`config.mk`:
```
export PLATFORM = sky130hd
export DESIGN_NAME = alu_seq_flat
export DESIGN_NICKNAME = d
export VERILOG_FILES = /design/src/rtl/alu_seq_if.sv /design/src/rtl/alu_seq.sv /design/src/flat_wrapper.sv
export SDC_FILE = /design/constraint.sdc
export NUM_CORES = 1
export LEC_CHECK = 0
export ABC_AREA = 1
export CAP_MARGIN = 20
export CORE_UTILIZATION = 29
export DETAILED_ROUTE_END_ITERATION = 10
export HOLD_SLACK_MARGIN = 0.02
export PLACE_DENSITY = 0.46
export SETUP_SLACK_MARGIN = 0.05
export SYNTH_ARGS = -nofsm -noshare
export SYNTH_HDL_FRONTEND = slang
export SYNTH_SLANG_ARGS = --single-unit
```
`constraint.sdc`:
```
create_clock -name clk -period 2.6 [get_ports clk]
set_clock_uncertainty 0.15 [all_clocks]
set_input_delay 0.52 -clock clk [delete_from_list [all_inputs] [get_ports clk]]
set_output_delay 0.52 -clock clk [all_outputs]
set_load 0.03 [all_outputs]
```
`src/rtl/alu_seq_if.sv`:
```
// Operand/opcode request channel and registered result/flag channel of alu_seq.
// Latency: none; this is wiring only.
// Backpressure: the request side is held off by in_ready. The result side has none, so the consumer samples on out_valid.
// Ports: master drives in_valid/op/a/b; slave returns in_ready, out_valid, f, flag_z/n/c/v.
interface alu_seq_if #(
  parameter int WIDTH = 4
) ();
  logic             in_valid;
  logic             in_ready;
  logic [3:0]       op;
  logic [WIDTH-1:0] a;
  logic [WIDTH-1:0] b;
  logic             out_valid;
  logic [WIDTH-1:0] f;
  logic             flag_z;
  logic             flag_n;
  logic             flag_c;
  logic             flag_v;

  modport master (
    output in_valid, op, a, b,
    input  in_ready, out_valid, f, flag_z, flag_n, flag_c, flag_v
  );

  modport slave (
    input  in_valid, op, a, b,
    output in_ready, out_valid, f, flag_z, flag_n, flag_c, flag_v
  );
endinterface

```
`src/rtl/alu_seq.sv`:
```
// Registered WIDTH-bit ALU with Z/N/C/V flags and an iterative shift-add multiply.
// Latency: 1 clock for every op except MUL. MUL takes WIDTH clocks after it is accepted.
// Backpressure: in_ready is low while a multiply runs, and in_valid is ignored then. The result side is a bare out_valid pulse.
// Ports: clk, rst (async, active-high), bus (alu_seq_if.slave): in_valid/in_ready/op/a/b in, out_valid/f/flag_z/n/c/v out.
module alu_seq #(
  parameter int WIDTH = 4
) (
  input  logic      clk,
  input  logic      rst,
  alu_seq_if.slave  bus
);

  localparam int CNT_W = (WIDTH > 2) ? $clog2(WIDTH) : 1;

  localparam logic [3:0] OP_ADD  = 4'd0;
  localparam logic [3:0] OP_SUB  = 4'd1;
  localparam logic [3:0] OP_SHL  = 4'd2;
  localparam logic [3:0] OP_SHR  = 4'd3;
  localparam logic [3:0] OP_AND  = 4'd4;
  localparam logic [3:0] OP_OR   = 4'd5;
  localparam logic [3:0] OP_XOR  = 4'd6;
  localparam logic [3:0] OP_NOT  = 4'd7;
  localparam logic [3:0] OP_MUL  = 4'd8;
  localparam logic [3:0] OP_ROL  = 4'd9;
  localparam logic [3:0] OP_ROR  = 4'd10;
  localparam logic [3:0] OP_PASS = 4'd11;

  typedef enum logic [0:0] {
    IDLE = 1'b0,
    MUL  = 1'b1
  } state_t;

  state_t               state;
  logic [2*WIDTH-1:0]   acc;
  logic [2*WIDTH-1:0]   a_shift;
  logic [WIDTH-1:0]     b_shift;
  logic [CNT_W-1:0]     cnt;

  // Single-cycle datapath.
  logic [WIDTH:0]       sum;
  logic [WIDTH:0]       diff;
  logic [WIDTH-1:0]     rot_amt;
  logic [2*WIDTH-1:0]   rol_full;
  logic [2*WIDTH-1:0]   ror_full;
  logic [WIDTH-1:0]     res;
  logic                 res_c;
  logic                 res_v;
  logic [2*WIDTH-1:0]   acc_next;
  logic                 accept;

  assign accept = bus.in_valid && bus.in_ready;

  always_comb begin
    sum      = {1'b0, bus.a} + {1'b0, bus.b};
    diff     = {1'b0, bus.a} - {1'b0, bus.b};
    rot_amt  = WIDTH'(bus.b % WIDTH);
    // Rotating through a doubled copy of a avoids a variable-width barrel mux.
    rol_full = {bus.a, bus.a} << rot_amt;
    ror_full = {bus.a, bus.a} >> rot_amt;
    res      = '0;
    res_c    = 1'b0;
    res_v    = 1'b0;
    case (bus.op)
      OP_ADD: begin
        res   = sum[WIDTH-1:0];
        res_c = sum[WIDTH];
        res_v = (bus.a[WIDTH-1] == bus.b[WIDTH-1]) && (sum[WIDTH-1] != bus.a[WIDTH-1]);
      end
      OP_SUB: begin
        res   = diff[WIDTH-1:0];
        // The extra top bit of the zero-extended difference is the unsigned borrow.
        res_c = diff[WIDTH];
        res_v = (bus.a[WIDTH-1] != bus.b[WIDTH-1]) && (diff[WIDTH-1] != bus.a[WIDTH-1]);
      end
      OP_SHL:  res = (bus.b >= WIDTH) ? '0 : (bus.a << bus.b);
      OP_SHR:  res = (bus.b >= WIDTH) ? '0 : (bus.a >> bus.b);
      OP_AND:  res = bus.a & bus.b;
      OP_OR:   res = bus.a | bus.b;
      OP_XOR:  res = bus.a ^ bus.b;
      OP_NOT:  res = ~bus.a;
      OP_ROL:  res = rol_full[2*WIDTH-1:WIDTH];
      OP_ROR:  res = ror_full[WIDTH-1:0];
      OP_PASS: res = bus.a;
      default: res = '0;  // reserved opcodes (and MUL, which never uses this path)
    endcase
  end

  assign acc_next = acc + (b_shift[0] ? a_shift : '0);

  always_ff @(posedge clk or posedge rst) begin
    if (rst) begin
      state         <= IDLE;
      bus.in_ready  <= 1'b0;
      bus.out_valid <= 1'b0;
      bus.f         <= '0;
      bus.flag_z    <= 1'b0;
      bus.flag_n    <= 1'b0;
      bus.flag_c    <= 1'b0;
      bus.flag_v    <= 1'b0;
      acc           <= '0;
      a_shift       <= '0;
      b_shift       <= '0;
      cnt           <= '0;
    end else begin
      bus.out_valid <= 1'b0;
      case (state)
        IDLE: begin
          bus.in_ready <= 1'b1;
          if (accept) begin
            if (bus.op == OP_MUL) begin
              state        <= MUL;
              bus.in_ready <= 1'b0;
              acc          <= '0;
              a_shift      <= {{WIDTH{1'b0}}, bus.a};
              b_shift      <= bus.b;
              cnt          <= '0;
            end else begin
              bus.out_valid <= 1'b1;
              bus.f         <= res;
              bus.flag_z    <= (res == '0);
              bus.flag_n    <= res[WIDTH-1];
              bus.flag_c    <= res_c;
              bus.flag_v    <= res_v;
            end
          end
        end
        MUL: begin
          acc     <= acc_next;
          a_shift <= a_shift << 1;
          b_shift <= b_shift >> 1;
          cnt     <= cnt + 1'b1;
          // The last partial product is folded in on this same edge, so the
          // flags are taken from acc_next rather than from acc.
          if (cnt == CNT_W'(WIDTH - 1)) begin
            state         <= IDLE;
            bus.in_ready  <= 1'b1;
            bus.out_valid <= 1'b1;
            bus.f         <= acc_next[WIDTH-1:0];
            bus.flag_z    <= (acc_next[WIDTH-1:0] == '0);
            bus.flag_n    <= acc_next[WIDTH-1];
            bus.flag_c    <= |acc_next[2*WIDTH-1:WIDTH];
            bus.flag_v    <= 1'b0;
          end
        end
        default: state <= IDLE;
      endcase
    end
  end

endmodule
```
`src/flat_wrapper.sv`:
```
// flat-port wrapper written by rule: the top's interface ports become plain ports
module alu_seq_flat 
#(
  parameter int WIDTH = 4
)
  (clk, rst, bus_in_valid, bus_op, bus_a, bus_b, bus_in_ready, bus_out_valid, bus_f, bus_flag_z, bus_flag_n, bus_flag_c, bus_flag_v);
  alu_seq_if #(.WIDTH(WIDTH)) bus_i ();
  input  logic clk;
  input  logic rst;
  input wire logic [$bits(bus_i.in_valid)-1:0] bus_in_valid;
  input wire logic [$bits(bus_i.op)-1:0] bus_op;
  input wire logic [$bits(bus_i.a)-1:0] bus_a;
  input wire logic [$bits(bus_i.b)-1:0] bus_b;
  output wire logic [$bits(bus_i.in_ready)-1:0] bus_in_ready;
  output wire logic [$bits(bus_i.out_valid)-1:0] bus_out_valid;
  output wire logic [$bits(bus_i.f)-1:0] bus_f;
  output wire logic [$bits(bus_i.flag_z)-1:0] bus_flag_z;
  output wire logic [$bits(bus_i.flag_n)-1:0] bus_flag_n;
  output wire logic [$bits(bus_i.flag_c)-1:0] bus_flag_c;
  output wire logic [$bits(bus_i.flag_v)-1:0] bus_flag_v;
  assign bus_i.in_valid = bus_in_valid;
  assign bus_i.op = bus_op;
  assign bus_i.a = bus_a;
  assign bus_i.b = bus_b;
  assign bus_in_ready = bus_i.in_ready;
  assign bus_out_valid = bus_i.out_valid;
  assign bus_f = bus_i.f;
  assign bus_flag_z = bus_i.flag_z;
  assign bus_flag_n = bus_i.flag_n;
  assign bus_flag_c = bus_i.flag_c;
  assign bus_flag_v = bus_i.flag_v;
  alu_seq #(.WIDTH(WIDTH)) u_core (.clk(clk), .rst(rst), .bus(bus_i));
endmodule
```
[Word-level counts from Yosys, hierarchy flattened]
Cells that the tools add are included.
Storage, ports and cells
  flip-flop bits (word level): 33
  input bits: 15
  output and inout port bits: 10
  word-level logic and storage cells: 104
Operators by class
  add/subtract/negate cells: 4
  $lt $le $gt $ge: 1
  equality and inequality tests: 20
  shifts and indexed selects: 4
  multiplexer cells: 49
  bitwise operators: 5
  reductions and logical operators: 9
Operators with widths (count)
  case mux 4 bit (11 select lines): 1
  two-way mux 8 bit: 5
  case mux 8 bit (2 select lines): 2
  two-way mux 4 bit: 7
  two-way mux 1 bit: 20
  case mux 1 bit (2 select lines): 9
  == test 4 x 3 -> 1 bit, second input constant: 4
  == test 4 bit, second input constant: 4
  case mux 4 bit (2 select lines): 2
  logical NOT 4 bit: 3
  adder 8 bit: 1
  == test 4 x 2 -> 1 bit, second input constant: 2
  left shift 8 x 2 -> 8 bit: 1
  right shift 8 x 2 -> 4 bit: 1
  adder 4 x 4 -> 5 bit: 1
  subtractor 4 x 4 -> 5 bit: 1
  AND 4 bit: 1
  == test 4 x 1 -> 1 bit, second input constant: 1
  greater-or-equal comparator 4 x 3 -> 1 bit, second input constant: 1
  two-way mux 2 bit: 2
  inequality test 2 x 1 -> 1 bit, second input constant: 2
  inequality test 2 bit, second input constant: 2
  NOT 4 bit: 1
  OR 4 bit: 1
  other kinds (13): 17

[Logic depth before layout (Yosys ltp)]
Gate-level depths: netlist of the first run.
  depth after elaboration: 7
  gate-level depth with buffers: 15
  mapped depth without buffers: 14

[Worst setup path after synthesis of the first run]
Ideal clock, no wire load.
  path kind: flip-flop to flip-flop
  start point: register u_core.b_shift[0]
  end point: register u_core.bus.flag_c
  setup time: 0.113 ns
  data arrival time: 1.911 ns
  required time: 2.337 ns
  slack: 0.426 ns
  cell stages (with the launch flop): 13
  buffers on the path: 1
  period minus slack after synthesis: 2.174 ns
  cells stage by stage: dfrtp_1 > clkbuf_1 > nand2_1 > inv_1 > ha_1 > fa_1 > nand4_1 > nand3_1 > or2_2 > nand3_1 > nand4_1 > nand2_1 > inv_1
Between the ends
  word-level cells in the longest chain between the ends: 5
Ends and longest elaborated chain
  from (decl): line alu_seq.sv:36  | logic [WIDTH-1:0] b_shift;
  from (signal assigned): line alu_seq.sv:115  | b_shift <= bus.b;
  from (signal assigned): line alu_seq.sv:130  | b_shift <= b_shift >> 1;
  two-way mux 8 bit: line alu_seq.sv:88  | assign acc_next = acc + (b_shift[0] ? a_shift : '0);
  adder 8 bit: line alu_seq.sv:88
  OR reduction 4 bit: line alu_seq.sv:141  | bus.flag_c <= |acc_next[2*WIDTH-1:WIDTH];
  two-way mux 1 bit: line alu_seq.sv:134  | if (cnt == CNT_W'(WIDTH - 1)) begin
  case mux 1 bit (2 select lines): line alu_seq.sv:106  | case (state)
  to (signal assigned): line alu_seq.sv:122  | bus.flag_c <= res_c;
  to (signal assigned): line alu_seq.sv:141
  to (decl): line alu_seq_if.sv:27  | output in_ready, out_valid, f, flag_z, flag_n, flag_c, flag_v
Every way passes these cells. The select of a mux whose other input is x is not followed.
A chain may end at the register's enable or synchronous reset.

[Final worst setup path of the first run]
  start point: input port bus_b[1]
  end point: register u_core.bus.flag_z
Between the ends
  word-level cells in the longest chain between the ends: 7
  elaborated cells between the ends (all ways): 17
  those cells by class: add/sub: 2; order compare: 1; shift: 4; mux: 6; bitwise: 3; reduce/logical: 1
Ends and longest elaborated chain
  from (decl): line flat_wrapper.sv:13  | input wire logic [$bits(bus_i.b)-1:0] bus_b;
  greater-or-equal comparator 4 x 3 -> 1 bit, or another cell as far along: line alu_seq.sv:75, alu_seq.sv:76
  two-way mux 4 bit, on equally long branches: line alu_seq.sv:76, alu_seq.sv:75
  case mux 4 bit (11 select lines) *: line alu_seq.sv:63  | case (bus.op)
  logical NOT 4 bit *: line alu_seq.sv:120  | bus.flag_z <= (res == '0);
  two-way mux 1 bit *: line alu_seq.sv:110  | if (bus.op == OP_MUL) begin
  two-way mux 1 bit *: line alu_seq.sv:109  | if (accept) begin
  case mux 1 bit (2 select lines) *: line alu_seq.sv:106
  to (signal assigned): line alu_seq.sv:120
  to (signal assigned): line alu_seq.sv:139  | bus.flag_z <= (acc_next[WIDTH-1:0] == '0);
  to (decl): line alu_seq_if.sv:27
Mark *: on every way between the ends. The rest lies on a longest branch, timed or not. The select of a mux whose other input is x is not followed.

==> impl_metrics.toml, run 1 <==
[routing]
drt-total-wl_mm = 8.15
drtIter0Drc = 128
vias = 2824
drt_first_pass_iters = 5
drcViolationCount = 0
wire_per_inst_microns = 13.4
final_antenna_net_count = 0
vias_per_cell = 4.64

[clocking]
clock_path_buffers = 2
cts_made_buffers = 5
clock_sinks = 32
htree_levels = 2
cts_hold_buf = 0
tritoncts = "yes"
cts_setup_buffers = 0
root_buffer = "clkbuf_8"
insertion_delay_ps = 290
path_clk_slew_ps = 80

[die]
start_util = 0.300
core.rowCount = 35
die-area_sq_um = 10000
die_width_microns = 100
pin_count = 25
core_sq_um = 9280
die_y_microns = 100

[place]
dp_hpwl_mm = 6.63
placedCellCount = 600
gp_congestion = 0.971
placed_cell_area_sq_um = 3410
io_buffers = 24

[timing]
fmax_mhz = 409
whs_ps = 333
final.min_clock_period_ps = 2450
fin_tns_setup_ps = 0
fin_crit_sh = 0.941
final_hold_viol_count = 0
tightest_slew_ps = 536
finalSetupViolCount = 0
slew_headroom = 0.642
rsz0062_at_grt = "true"
final_max_slew_viol_count = 0

[pwr]
p_leak_uw = 0.00189
irDropWorstVdd_uv = 266
p_per_area_nw_per_um2 = 687

[logic_synthesis]
ys_ff_latch = 32
synth_nets = 459
synth_warnings = 0
syn-instance-count = 420
syn_area_sq_um = 2790
synth_edf_count = 0
ys_seq_area_frac = 0.287
synthFlopType = "dfrtp_1"
synthArstFlopShare = 1.00
ys_types = 34
avgSynthCellArea_sq_um = 6.63

[hold_path]
hp-class = "register to register"

[setup_path]
crit_family = "simple AND/OR/NAND/NOR gates"
cp-end-kind = "register"
worstPathArrival_ps = 2520
cp_cell_sequence = "clkdlybuf4s50_1, buf_4, fa_1, nand3b_1, nand3_1, nor2_1, nand3_1, nor2_1, nand3_1, a21oi_1"
critPathRequiredTime_ps = 2670
worstSetupPathType = "primary input to register"
cp-start-kind = "primary input"
path_buf_inv = 2
cp_max_fo = 3
cpMostUsedCell = "nand3_1"
slowest_delay_ps = 520
cpMaxStageDelayCell = "fa_1"

[layout]
final_cell_count_no_fill = 608
syn_to_final_growth_pct = 26.0
fin_nets = 517
drive_above_1_share = 0.136
final_area_sq_um = 3510
num_antenna_cells = 0

[global_routing]
grt_overflow = 0
grtUsageTotal = 0.176
grt_pass1_vias = 2798
grt_start_max_net_pins = 33
grt_pass1_wl_mm = 13.9
antenna_found_initial = 0

[flow_run]
maxCapViolations = 0

[status]
outcome = "finished, final reports clean"
-- state kept, by name, indices dropped and copies added (netlist names) --
register and flops:
u_core.bus.flag_c 1, u_core.state 1, u_core.a_shift 8, u_core.b_shift 4, u_core.acc 8, u_core.bus.f 4, u_core.cnt 2, u_core.bus.flag_z 1
u_core.bus.out_valid 1, u_core.bus.in_ready 1, u_core.bus.flag_v 1
-- final timing paths --
| check | start | end | slack [ps] | cells after the start |
|---|---|---|---|---|
| max | bus_b[1] | u_core.bus.flag_z$_DFFE_PP0P_ | 150 | 10 |
| min | u_core.cnt[0]$_DFFE_PP0P_ | u_core.cnt[0]$_DFFE_PP0P_ | 330 | 1 |
| min in group asynchronous | rst | u_core.a_shift[6]$_DFFE_PP0P_ | 480 | 3 |
| max reg2reg | u_core.b_shift[0]$_DFFE_PP0P_ | u_core.bus.flag_c$_DFFE_PP0P_ | 270 | 11 |
| min reg2reg | u_core.cnt[0]$_DFFE_PP0P_ | u_core.cnt[0]$_DFFE_PP0P_ | 330 | 1 |
| max in group asynchronous | rst | u_core.acc[0]$_DFFE_PP0P_ | 1520 | 3 |
-- cell families after synthesis --
| logic type | count (synthesis) | synth area share |
|---|---|---|
| simple gates | 245 | 0.373 |
| buf+inv | 64 | 0.101 |
| compound gates | 49 | 0.105 |
| flops | 32 | 0.287 |
| fa+ha+maj | 24 | 0.116 |
| xor+xnor | 6 | 0.0189 |
-- cell type report --
type	instances	area, sq um
Timing Repair Buffer	62	539
Clock inverter	1	7.51
Sequential cell	32	801
Fill cell	1007	5770
Clock buffer	7	86.3
Inverter	53	201
Multi-Input combinational cell	324	1720
Tap cell	129	161
-- stage by stage --
stage | power (uW) | util | worst slack, ps
2_1_floorplan | 1600 | - | 426
3_3_place_gp | 2010 | 0.367 | -261
3_5_place_dp | 2020 | 0.367 | -274
4_1_cts | 2430 | 0.377 | 121
5_1_grt | 2630 | 0.378 | 39.2
6_report | 2410 | 0.378 | 152
-- routing by layer --
layer  track usage  part of all wire  vias to the layer above
met4        0.0435             0.013                        0
met1         0.258              0.50                     1285
met2         0.277              0.44                       69
met5             0                 0                        -
met3        0.0209             0.048                        8
li1              -                 -                     1462
-- power by group --
part	switching [uW]	internal, uW
clock	192	215
sequential	140	680
combinational	718	467
-- worst reg2reg max path, stage by stage, from the launching register on --
cell,delay [ps]
dfrtp_1,470
nand2_1,130
inv_1,50
ha_1,200
fa_1,430
nand4_1,120
nand3_1,80
or2_2,280
nand3_1,120
nand4_1,110
nand2_1,70
inv_1,40
-- timing repair --
item / in CTS / in global routing
setup endpoints to repair: 1 / 3
endpoints found under the hold margin: 0 / 0
resized for setup: 1 / 6
-- layout by cell type (no fill, tap or decap), drive strengths merged --
master and count:
inv 53, clkbuf 7, nor3 3, a21oi 15, dfrtp 32, o221ai 1, nand3 45, clkinvlp 1
a22o 2, buf 38, clkdlybuf4s50 22, o211ai 6, nor2 44, o41ai 1, dlygate4sd2 1, or2 3
nand3b 3, xor2 4, fa 3, ha 21, nand4 3, a21boi 2, o21ai 15, xnor2 2
nand2 144, a21o 2, o22ai 4, dlymetal6s2s 1, a31oi 1
-- cell usage after synthesis (all sizes together), types with 4 or more instances --
cell,n,area share
a21oi,15,0.027
buf,9,0.026
dfrtp,32,0.29
ha,21,0.094
inv,53,0.072
nand2,144,0.20
nand3,45,0.081
nor2,44,0.067
o211ai,6,0.016
o21ai,15,0.027
o22ai,4,0.0090
xor2,4,0.013
(Power assumes the default switching activity.)
==> run 2: changes to the inputs <==
- ABC_CLOCK_PERIOD_IN_PS: unset -> 2600
- PLACE_DENSITY: 0.46 -> unset
==> run 2 against run 1 <==
Net effect: register-to-register slack lost 20 ps; count of clock-buffer cells in the layout unchanged; total power down 0.42%; global-route usage shrank 0.75 points; cell area decreased by 0.46%; non-clock buffer count is 4 lower; die area did not move; worst setup slack gained 2.3 ps; core utilization decreased by 0.18 points; routed wire length decreased by 2.0%; combinational power hardly changed; critical endpoint unchanged; largest power group unchanged.
==> impl_metrics.toml, run 2 (synthesis gave the netlist of run 1 again) <==
[place]
dp_hpwl_mm = 6.35
gp_congestion = 0.922
placedCellCount = 596
io_buffers = 24
placed_cell_area_sq_um = 3360
place_ws_ps = -231

[layout]
final_common_cell = "nand2_1"
final_cell_count_no_fill = 603
final_cell_mix = "nand2_1, inv_1, nand3_1"
fillers = 1018
syn_to_final_growth_pct = 25.5
top_regs = "u_core.a_shift x8, u_core.acc x8"
fin_nets = 513
drive_above_1_share = 0.131
final_area_sq_um = 3500
num_antenna_cells = 0
regArea_sq_um = 801
multi_input_area_sq_um = 1730

[setup_path]
cp-start-kind = "primary input"
cp_max_fo = 3
r2r_cells = 11
rrSetupSlack_ps = 250
cp_cell_sequence = "clkdlybuf4s50_1, ha_1, fa_2, nand3b_1, nand3_1, nor2_1, nand3_1, nor2_2, nand3_1, a21oi_1"
slowest_delay_ps = 520
cpMaxStageDelayCell = "fa_2"
worstPathArrival_ps = 2510
critPathRequiredTime_ps = 2660
cpMostUsedCell = "nand3_1"
cp-end-kind = "register"
worstSetupPathType = "primary input to register"

[pwr]
irDropWorstVdd_uv = 393
p_comb_frac = 0.489
p_clk_frac = 0.171
power_frac_seq = 0.340
p_per_area_nw_per_um2 = 687
p_int_uw = 1370
switching_share = 0.429
p_leak_uw = 0.00190
p_sw_uw = 1030

[flow_run]
maxCapViolations = 0

[die]
pin_count = 25
start_util = 0.300
die_y_microns = 100
die-area_sq_um = 10000
die_width_microns = 100
core_sq_um = 9280
core.rowCount = 35

[clocking]
clock_sinks = 32
cts_hold_buf = 0
path_clk_slew_ps = 60
cts_resized = 0
cts_setup_buffers = 0
cts_made_buffers = 5
root_buffer = "clkbuf_8"
clock_path_buffers = 2
htree_levels = 2
insertion_delay_ps = 280
tritoncts = "yes"

[hold_path]
whs_path_depth = 1
hp-class = "register to register"

[timing]
fin_crit_sh = 0.940
final_hold_viol_count = 0
whs_ps = 340
final_max_slew_viol_count = 0
fmax_mhz = 409
final.min_clock_period_ps = 2450
slew_headroom = 0.629
rsz0062_at_grt = "false"
tightest_slew_ps = 556
setup_ws_ps = 155
finalSetupViolCount = 0

[routing]
drtIter0Drc = 114
drcViolationCount = 0
wire_per_inst_microns = 13.2
vias = 2844
vias_per_cell = 4.72
final_antenna_net_count = 0
drt-total-wl_mm = 7.99
drt_first_pass_iters = 4

[global_routing]
grt_pass1_wl_mm = 13.2
antenna_found_initial = 0
grtUsageTotal = 0.169
grt_start_max_net_pins = 33
grt_pass1_vias = 2738
grt_overflow = 0

[status]
outcome = "finished, final reports clean"
==> run 2: power groups by stage <==
stage	clock (uW)	sequential, uW	combinational [uW]
after CTS	430	819	1170
after floorplan	0	895	705
after global placement	0	820	1160
final	410	817	1170
after detailed placement	0	826	1170
after global routing	447	845	1300
==> run 2: cell type report <==
class | count | area share
inverters | 53 | 0.0576
repair buffers | 58 | 0.144
flip-flops and latches | 32 | 0.229
multi-input cells | 324 | 0.496
clock buffers | 7 | 0.0276
well taps | 129 | 0.0462
==> run 2: metrics by stage <==
step	TNS [ps]	power, uW	util
after floorplan	0	1600	-
after global placement	-746	1980	0.362
after detailed placement	-920	2000	0.362
after CTS	0	2420	0.373
after global routing	0	2600	0.377
final	0	2400	0.377
==> run 2: path summary, 6_finish.rpt <==
kind	from	end
min	u_core.cnt[0]$_DFFE_PP0P_	u_core.cnt[0]$_DFFE_PP0P_
max	bus_b[0]	u_core.bus.flag_z$_DFFE_PP0P_
max in group asynchronous	rst	u_core.cnt[0]$_DFFE_PP0P_
min in group asynchronous	rst	u_core.b_shift[3]$_DFFE_PP0P_
min reg2reg	u_core.cnt[0]$_DFFE_PP0P_	u_core.cnt[0]$_DFFE_PP0P_
max reg2reg	u_core.b_shift[0]$_DFFE_PP0P_	u_core.bus.flag_c$_DFFE_PP0P_
==> run 2: critical path: cells and delay by family <==
family | cells | cell delay (ps)
buffers and inverters | 1 | 450
AND/OR/NAND/NOR | 6 | 650
AO/OA/AOI/OAI | 1 | 120
adder cells (fa/ha/maj) | 2 | 780
==> run 2: metal layers <==
metal	vias to the layer above	GRT usage	wire (microns)
met2	68	0.289	3870
met5	-	0	0
met4	0	0.0580	119
li1	1453	-	-
met3	9	0.0188	261
met1	1314	0.221	3730
==> run 3: changes to the inputs <==
- CORE_MARGIN: unset -> 4
==> run 3 against run 2 <==
Net effect: global-route usage shrank 2.4 points; critical endpoint unchanged; largest cell class unchanged; final cell count stayed put; total power decreased by 1.6%; routed wire length decreased by 2.7%; critical path type unchanged.
==> impl_metrics.toml, run 3 (synthesis gave the netlist of run 1 again) <==
[status]
outcome = "finished, final reports clean"

[timing]
fmax_mhz = 404
fin_crit_sh = 0.951
slew_headroom = 0.606
final_max_slew_viol_count = 0
tightest_slew_ps = 591
finalSetupViolCount = 0
rsz0062_at_grt = "true"
final_hold_viol_count = 0
final.min_clock_period_ps = 2470

[global_routing]
antenna_found_initial = 0
grt_pass1_wl_mm = 13.3
grt_busiest_layer = "met2"
grtUsageTotal = 0.144
grtUsageMet1 = 0.188
grt_overflow = 0
met3_usage = 0.0206
grt_pass1_vias = 2806
use_met2 = 0.238
grt_start_max_net_pins = 33

[layout]
final_cell_count_no_fill = 603
fin_nets = 512
num_antenna_cells = 0
fillers = 1007
syn_to_final_growth_pct = 24.4
final_cell_mix = "nand2_1, inv_1, nand3_1"
drive_above_1_share = 0.129
finalCoreUtilization = 0.373
final_area_sq_um = 3470
final_common_cell = "nand2_1"
top_regs = "u_core.a_shift x8, u_core.acc x8"

[clocking]
tritoncts = "yes"
insertion_delay_ps = 280
cts_setup_buffers = 0
htree_levels = 2
cts_hold_buf = 0
cts_made_buffers = 5
clock_path_buffers = 2
clock_sinks = 32
root_buffer = "clkbuf_8"
cts_resized = 0
path_clk_slew_ps = 60

[die]
die-area_sq_um = 11200
core_sq_um = 9280
pin_count = 25
core.rowCount = 35
start_util = 0.300
die_width_microns = 106
die_y_microns = 106

[pwr]
p_leak_uw = 0.00186
p_clk_frac = 0.165
irDropWorstVdd_uv = 318
p_per_area_nw_per_um2 = 682
p_int_uw = 1330
total_power_uw = 2360
p_sw_uw = 1030
p_comb_frac = 0.476
switching_share = 0.436
power_frac_seq = 0.359

[setup_path]
cp_max_fo = 3
cp-end-kind = "register"
worstSetupPathType = "primary input to register"
worstPathArrival_ps = 2530
critPathRequiredTime_ps = 2660
cp-start-kind = "primary input"

[routing]
drcViolationCount = 0
vias_per_cell = 4.69
drt_first_pass_iters = 4
drtIter0Drc = 104
drt-total-wl_mm = 7.77
wire_per_inst_microns = 12.9
vias = 2831
final_antenna_net_count = 0

[place]
gp_congestion = 0.910
placed_cell_area_sq_um = 3360
dp_hpwl_mm = 6.25
io_buffers = 24
placedCellCount = 595

[flow_run]
maxCapViolations = 0

[hold_path]
hp-class = "register to register"
run 3: changes by cell type in the layout (fill, tap and decap cells not counted), moves of 2 or more:
cell	change
clkdlybuf4s50_1	+3
dlymetal6s2s_1	-3
clkbuf_1	+2
a21oi_2	+2
a21oi_1	-2
run 3: final timing paths:
| path | from | end | slack, ps | cells after the start |
|---|---|---|---|---|
| worst min register to register | u_core.cnt[0]$_DFFE_PP0P_ | u_core.cnt[0]$_DFFE_PP0P_ | 330 | 1 |
| worst max-delay path | bus_a[0] | u_core.bus.flag_z$_DFFE_PP0P_ | 130 | 11 |
| max in group asynchronous | rst | u_core.a_shift[0]$_DFFE_PP0P_ | 1510 | 3 |
| min in group asynchronous | rst | u_core.b_shift[1]$_DFFE_PP0P_ | 470 | 3 |
| worst max register to register | u_core.b_shift[0]$_DFFE_PP0P_ | u_core.bus.flag_c$_DFFE_PP0P_ | 230 | 11 |
| worst min-delay path | u_core.cnt[0]$_DFFE_PP0P_ | u_core.cnt[0]$_DFFE_PP0P_ | 330 | 1 |
run 3: power by group through the flow:
stage	Sequential, uW	Clock (uW)	Combinational (uW)
global route	871	419	1260
finish	849	389	1130
floorplan	895	0	705
CTS	845	404	1120
detailed placement	852	0	1120
global placement	848	0	1110
run 3: cell type report:
class                   count  area (sq um)  area share
repair buffers             57           488       0.141
flip-flops and latches     32           801       0.231
inverters                  53           201      0.0581
multi-input cells         324          1730       0.498
clock buffers               8          90.1      0.0260
well taps                 129           161      0.0466
run 3: critical path: stages:
cell and delay (ps):
clkdlybuf4s50_1 510, inv_1 70, ha_1 210, fa_1 480
nand3b_1 100, nand3_1 90, nor2_1 140, nand3_1 90
nor2_1 110, nand3_1 80, a21oi_1 120
run 3: metrics by stage:
stage / TNS [ps] / worst slack [ps] / hold WS (ps)
after floorplan: 0 / 426 / 298
after global placement: -439 / -109 / 320
after detailed placement: -649 / -189 / 328
after CTS: 0 / 102 / 339
after global routing: 0 / 1.56 / 358
final: 0 / 127 / 332
run 3: per-layer routing:
layer  up-vias  wire length [microns]  part of all wire
li1       1445                      -                 -
met1      1298                   3620              0.47
met2        70                   3590              0.46
met3        18                    320             0.041
met4         0                    237             0.031
met5         -                      0                 0
